[src/rtl/gate_test_sequencer.sv]
// Stimulus/response engine for N-input basic gates: sweeps every input vector
// into a gate under test, compares its output to a golden model, reports results.
module gate_test_sequencer #(
  parameter int unsigned WIDTH       = 2,
  parameter int unsigned HOLD_CYCLES = 5
) (
  input  logic             clk,
  input  logic             rst,
  input  logic             start,
  input  logic [2:0]       mode,
  input  logic             dut_out,
  output logic [WIDTH-1:0] stim,
  output logic             busy,
  output logic             done,
  output logic             pass,
  output logic             bad_mode,
  output logic [WIDTH:0]   err_count,
  output logic [WIDTH-1:0] first_fail
);

  localparam int unsigned HCW = (HOLD_CYCLES > 1) ? $clog2(HOLD_CYCLES) : 1;
  localparam int unsigned EW  = WIDTH + 1;
  localparam logic [HCW-1:0] HOLD_LAST = HCW'(HOLD_CYCLES - 1);

  typedef enum logic [1:0] {
    S_IDLE = 2'd0,
    S_RUN  = 2'd1,
    S_DONE = 2'd2
  } state_e;

  state_e           state_q,      state_d;
  logic [WIDTH-1:0] stim_q,       stim_d;
  logic [HCW-1:0]   hold_q,       hold_d;
  logic [2:0]       mode_q,       mode_d;
  logic             busy_q,       busy_d;
  logic             done_q,       done_d;
  logic             pass_q,       pass_d;
  logic             bad_mode_q,   bad_mode_d;
  logic [EW-1:0]    err_count_q,  err_count_d;
  logic [WIDTH-1:0] first_fail_q, first_fail_d;

  logic sample_c;
  logic last_vec_c;
  logic mismatch_c;

  // Expected gate output for the latched function; illegal codes never reach RUN.
  function automatic logic golden(input logic [2:0] m, input logic [WIDTH-1:0] v);
    logic r;
    r = 1'b0;
    case (m)
      3'b000:  r = &v;
      3'b001:  r = |v;
      3'b010:  r = ~(&v);
      3'b011:  r = ~(|v);
      3'b100:  r = ^v;
      3'b101:  r = ~(^v);
      default: r = 1'b0;
    endcase
    return r;
  endfunction

  assign sample_c   = (hold_q == HOLD_LAST);
  assign last_vec_c = &stim_q;
  assign mismatch_c = (dut_out != golden(mode_q, stim_q));

  always_comb begin
    state_d      = state_q;
    stim_d       = stim_q;
    hold_d       = hold_q;
    mode_d       = mode_q;
    busy_d       = busy_q;
    done_d       = done_q;
    pass_d       = pass_q;
    bad_mode_d   = bad_mode_q;
    err_count_d  = err_count_q;
    first_fail_d = first_fail_q;

    case (state_q)
      S_IDLE, S_DONE: begin
        if (start) begin
          mode_d       = mode;
          err_count_d  = '0;
          first_fail_d = '0;
          done_d       = 1'b0;
          pass_d       = 1'b0;
          hold_d       = '0;
          stim_d       = '0;
          // 110/111 have no golden function: report immediately without a sweep.
          if (mode[2] && mode[1]) begin
            state_d    = S_DONE;
            bad_mode_d = 1'b1;
            done_d     = 1'b1;
            busy_d     = 1'b0;
          end else begin
            state_d    = S_RUN;
            bad_mode_d = 1'b0;
            busy_d     = 1'b1;
          end
        end
      end

      S_RUN: begin
        hold_d = hold_q + 1'b1;
        if (sample_c) begin
          if (mismatch_c) begin
            err_count_d = err_count_q + 1'b1;
            if (err_count_q == '0) begin
              first_fail_d = stim_q;
            end
          end
          hold_d = '0;
          if (last_vec_c) begin
            state_d = S_DONE;
            busy_d  = 1'b0;
            done_d  = 1'b1;
            pass_d  = (err_count_d == '0);
          end else begin
            stim_d = stim_q + 1'b1;
          end
        end
      end

      default: begin
        state_d = S_IDLE;
        busy_d  = 1'b0;
      end
    endcase
  end

  always_ff @(posedge clk) begin
    if (rst) begin
      state_q      <= S_IDLE;
      stim_q       <= '0;
      hold_q       <= '0;
      mode_q       <= '0;
      busy_q       <= 1'b0;
      done_q       <= 1'b0;
      pass_q       <= 1'b0;
      bad_mode_q   <= 1'b0;
      err_count_q  <= '0;
      first_fail_q <= '0;
    end else begin
      state_q      <= state_d;
      stim_q       <= stim_d;
      hold_q       <= hold_d;
      mode_q       <= mode_d;
      busy_q       <= busy_d;
      done_q       <= done_d;
      pass_q       <= pass_d;
      bad_mode_q   <= bad_mode_d;
      err_count_q  <= err_count_d;
      first_fail_q <= first_fail_d;
    end
  end

  assign stim       = stim_q;
  assign busy       = busy_q;
  assign done       = done_q;
  assign pass       = pass_q;
  assign bad_mode   = bad_mode_q;
  assign err_count  = err_count_q;
  assign first_fail = first_fail_q;

endmodule

[config.mk]
export PLATFORM = sky130hd
export DESIGN_NAME = gate_test_sequencer
export DESIGN_NICKNAME = d
export VERILOG_FILES = /design/src/rtl/gate_test_sequencer.sv
export SDC_FILE = /design/constraint.sdc
export NUM_CORES = 1
export LEC_CHECK = 0
export BUFFER_PORTS_ARGS = -buffer_cell sky130_fd_sc_hd__buf_2
export CAP_MARGIN = 20
export CORE_AREA = 5 5 62 53
export CTS_CLUSTER_SIZE = 40
export DETAILED_ROUTE_END_ITERATION = 16
export DIE_AREA = 0 0 67 58
export GPL_TIMING_DRIVEN = 1
export MAX_ROUTING_LAYER = met4
export PLACE_DENSITY = 0.58
export SYNTH_ARGS = -nofsm -noshare
export SYNTH_HDL_FRONTEND = slang
export SYNTH_SLANG_ARGS = --single-unit
[constraint.sdc]
create_clock -name clk -period 2.4 [get_ports clk]
set_clock_uncertainty 0.05 [all_clocks]
set_input_delay 0.36 -clock clk [delete_from_list [all_inputs] [get_ports clk]]
set_output_delay 0.36 -clock clk [all_outputs]
set_load 0.03 [all_outputs]
; Word-level counts from Yosys, hierarchy flattened
; Cells that the tools add are included.
[totals]
in_bits = 7
ff_bits = 19
output_inout_bits = 11
word_cells = 84
[classes]
n_addsub = 3
eq_ne = 15
reduce_logical = 17
n_bitwise = 3
mux = 36
[ops]
columns = op, n
row1 = $mux 2, 10
row2 = $mux 3, 6
row3 = $ne 2x2->1 const B, 6
row4 = $pmux 2 s2, 3
row5 = $pmux 3 s2, 2
row6 = $mux 1, 11
row7 = $eq 3x3->1 const B, 3
row8 = $logic_not 3->1, 3
row9 = $reduce_and 4->1, 2
row10 = $add 3x1->3 const B, 2
row11 = $eq 3x2->1 const B, 2
row12 = $pmux 1 s2, 3
row13 = $pmux 1 s6, 1
row14 = $reduce_and 2->1, 3
row15 = $reduce_and 3->1, 2
row16 = $reduce_and 5->1, 1
row17 = $reduce_or 2->1, 2
row18 = $eq 3x1->1 const B, 1
row19 = $not 1->1, 3
row20 = $add 2x1->2 const B, 1
row21 = $eq 2x1->1 const B, 1
row22 = $eq 2x2->1 const B, 1
row23 = $logic_not 2->1, 1
row24 = $reduce_bool 2->1, 1
row25 = other kinds (3), 3

; Logic depth before layout (Yosys ltp)
[logic_depth]
depth_word = 11
ltp_mapped = 8
depth_no_buf = 8

; Worst setup path before layout
; OpenSTA, ideal clock, no wires.
[synth_path]
path_type = register -> register
start = register stim_q[0] (netlist: stim[0])
end = register pass_q (netlist: pass)
path_stages_with_launch = 9
t_required_ns = 2.283
arrival_time_ns = 2.550
slack_ns = -0.267
period_less_slack_ns = 2.667
n_path_buf = 0
cell_sequence = dfxtp_1 inv_1 ha_1 xor2_1 a222oi_1 xnor2_1 or4_1 a211o_1 a21oi_2
[synth_between]
elab_chain_len = 11
[synth_lines]
columns = element, line
row1 = start: declaration, 32  ; logic [WIDTH-1:0] stim_q, stim_d;
row2 = start signal: assignment, 144  ; stim_q <= stim_d;
row3 = $reduce_xor 2->1 (tied with other cells), "55, 56"
row4 = "$not 1->1, on equally long branches", "56, 53, 54"
row5 = $pmux 1 s6, 50  ; case (m)
row6 = $ne 1x1->1, 64  ; assign mismatch_c = (dut_out != golden(mode_q, stim_q));
row7 = $mux 3, 105  ; if (mismatch_c) begin
row8 = $mux 3, 104  ; if (sample_c) begin
row9 = $mux 3, 78  ; case (state_q)
row10 = $logic_not 3->1, 116  ; pass_d = (err_count_d == '0);
row11 = $mux 1, 112  ; if (last_vec_c) begin
row12 = $mux 1, 104
row13 = $pmux 1 s2, 78
row14 = end signal: assignment, 149  ; pass_q <= pass_d;
row15 = end: declaration, 37  ; logic pass_q, pass_d;
; Parallel ways exist; a longest one is shown, timed or not. The select of a mux whose other input is x is not followed.
; A chain may end at the register's enable or synchronous reset.

; Worst setup path in the final report
; Same ends and word-level chain as after synthesis.

==> reports/metrics.json <==
{
  "share_seq_of_total_power_pct": 55.5,
  "crit_chain": "inv_2 -> ha_4 -> xnor2_1 -> a222oi_1 -> buf_4 -> xor2_2 -> or4_1 -> a211o_1 -> a21oi_2",
  "pwr_density_cell_nw_per_um2": 513,
  "start_util_pct": 37.1,
  "power.combinational.fraction_pct": 18.1,
  "post_synth_edffs": 0,
  "cts_root_buffer": "clkbuf_4",
  "design.core.area_sq_um": 2620,
  "timing_max_transition_violations_final": 0,
  "synth.ff_latch_count": 19,
  "syn_area_sq_um": 971,
  "net_count_synth": 132,
  "p_sw_share_pct": 28.2,
  "synth_top_flop_cell": "dfxtp_1",
  "async_flop_share_pct": 0,
  "final_util_pct": 45.2,
  "worst_path_largest_cell_delay_ns": 0.46,
  "antenna_cells": 0,
  "global_route.overflow_total": 0,
  "clk_path_buf_depth": 2,
  "critPathRequiredTime_ns": 2.59,
  "placed_area_sq_um": 1140,
  "yosysUniqueCellTypes": 31,
  "first_pass_iters": 4,
  "grt_antenna_before_repair": 0,
  "largest_net_degree_at_the_start_of_global_routing": 20,
  "drv.max_cap_violation_count": 0,
  "power.net_switching_mw": 0.171,
  "crit_arrival_ns": 2.45,
  "dp.cells": 174,
  "p_leak_nw": 0.486,
  "global_route_wire_length_before_repair_mm": 3.73,
  "status": "finished clean",
  "cpLargestDelayFamily": "compound AO/OA/AOI/OAI gates",
  "clk_lat_worst_skew_ns": 0.29,
  "numCtsBuffers": 3,
  "finalInstanceArea_sq_um": 1180,
  "clock_tree_from_tritoncts": "done",
  "synth_warnings": 0,
  "synth.area.top_cells": "dfxtp_1 (39%), ha_1 (7.7%), a21oi_1 (7.2%)",
  "post-route-min-period_ns": 2.26,
  "final_hold_vios": 0,
  "post-synth-top-area-cell": "dfxtp_1",
  "ys_seq_area_share_pct": 39.2,
  "vias_in_the_first_global_route": 832,
  "hpwl_mm": 1.66,
  "pre_cts_ws_ns": 0.0786,
  "critical_path.slowest_cell": "or4_1",
  "design.final.nets": 154,
  "end_kind": "register",
  "timing.critical_path.from_type": "register",
  "tns_ns": 0,
  "final_layout_size_suffix_gt1_share_pct": 25.7,
  "route.detailed.wl_per_inst_um": 11.9,
  "global_route.usage.total_pct": 12.7,
  "postSynthAreaPerCell_sq_um": 8.16,
  "setup_violations": 0,
  "rsz_0062_raised_after_global_routing": "no",
  "fmax_mhz": 442,
  "layout.filler_cells": 279,
  "die_w_um": 67,
  "max_slew_headroom_pct": 76.7,
  "htree_num_levels": 1,
  "std_cell_rows": 17,
  "post_drt_via_cell_ratio": 4.93,
  "routed_wire_length_mm": 2.11,
  "post-route-worst-setup-slack_ns": 0.136,
  "gpl.final_weighted_congestion": 0.761,
  "flow.area_growth_from_synthesis_pct": 21.8,
  "cell_internal_pwr_mw": 0.436,
  "io_pins": 18,
  "worst-slew-pin-transition_ns": 0.346,
  "period_share_pct": 94.3,
  "clock_power_share_pct": 26.4,
  "drt_first_iter_violations": 20,
  "hold_ws_ns": 0.243,
  "finish.cell_count_without_fillers": 178,
  "postSynthCellCount": 119,
  "design.die.area_sq_um": 3890,
  "cts.reportedPaths.clkPinSlew_ns": 0.10,
  "setup_crit_path_kind": "reg2reg",
  "critPathMaxFanout": 5,
  "cts_sink_cnt": 19,
  "die_h_um": 58,
  "min-delay-path-class": "in2reg",
  "vias": 878,
  "numPortBuffers": 17,
  "vdd.ir_drop.worst_v": 0.000267,
  "detail-route-antenna-nets": 0,
  "crit_buf_inv": 2,
  "number_of_remaining_drc_errors": 0,
  "synth.top_cell.area_share_pct": 39.2,
  "post-layout-total-power_mw": 0.607
}
-- path summary, 6_finish.rpt --
path / start / to / slack, ns / cells past startpoint
worst max-delay path: stim[0] / pass / 0.14 / 9
worst min-delay path: mode[0] / mode_q[0] / 0.24 / 3
worst min register to register: bad_mode / bad_mode / 0.41 / 2
worst max register to register: stim[0] / pass / 0.14 / 9
-- worst register-to-register path, delay by kind of cell, from the launching register on --
family / cells / cell delay, ns
AO/OA/AOI/OAI: 3 / 0.72
AND/OR/NAND/NOR: 1 / 0.46
flip-flops: 1 / 0.38
buffers and inverters: 2 / 0.25
XOR/XNOR: 2 / 0.19
adder cells (fa/ha/maj): 1 / 0.15
-- flip-flops by register name, indices dropped and copies added (netlist names) --
signal and count:
done 1, state_q 2, first_fail 2, stim 2
err_count 3, pass 1, busy 1, mode_q 3
bad_mode 1, hold_q 3
-- power by group through the flow --
stage	logic [mW]	registers, mW	clock network, mW
after detailed placement	0.105	0.344	0
after floorplan	0.0611	0.351	0
final	0.110	0.337	0.160
after global routing	0.122	0.339	0.181
after global placement	0.105	0.343	0
after CTS	0.106	0.337	0.172
-- routing by layer --
metal | track usage [%] | routed length, um | part of all wire (%)
met4 | 3.47 | 20 | 0.95
met5 | - | 0 | 0
met2 | 19.5 | 968 | 46
met3 | 4.65 | 75 | 3.5
met1 | 15.7 | 1050 | 50
-- cell type report --
| cell class | count | area, sq um | share of cell area (%) |
|---|---|---|---|
| tap | 38 | 47.5 | 4.02 |
| sequential | 19 | 388 | 32.8 |
| clock buffer | 4 | 26.3 | 2.22 |
| inverter | 6 | 22.5 | 1.90 |
| timing repair buffer | 21 | 115 | 9.74 |
| multi-input combinational | 90 | 583 | 49.3 |
-- timing repair --
item / in CTS / in global routing
endpoints found under the setup margin: 0 / 1
setup buffers: 0 / 0
resized for setup: 0 / 2
hold buffers: 0 / 0
-- cells in the final DEF, fill, tap and decap left out, types with 3 or more instances in the layout --
cell type | netlist | routed
dfxtp_1 | 19 | 17
a21oi_1 | 14 | 14
nand2b_1 | 4 | 4
ha_1 | 6 | 4
o21ai_0 | 4 | 4
buf_4 | 0 | 4
buf_2 | 0 | 17
inv_1 | 6 | 4
nor2_1 | 10 | 10
nand2_1 | 15 | 15
nand3_1 | 7 | 7
clkbuf_4 | 0 | 3
-- synth_stat cells (all sizes together), types with 3 or more instances --
cell type and count:
nand3 7, nand2b 4, nand2 15, nor2 10, o21ai 4, a21oi 15, ha 6, nor2b 3
inv 6, dfxtp 19, xor2 3, clkbuf 4
-- kinds of logic after synthesis --
group	count (synthesis)	share of synthesized area [%]
xor gates and xnor gates	5	4.51
buffers and inverters	10	3.87
and+or+nand+nor	50	25.9
DFF	19	39.2
adders and majority gates	6	7.73
AOI/OAI and AO/OA	29	18.8
Note: power is estimated with default switching activity, not from simulation.
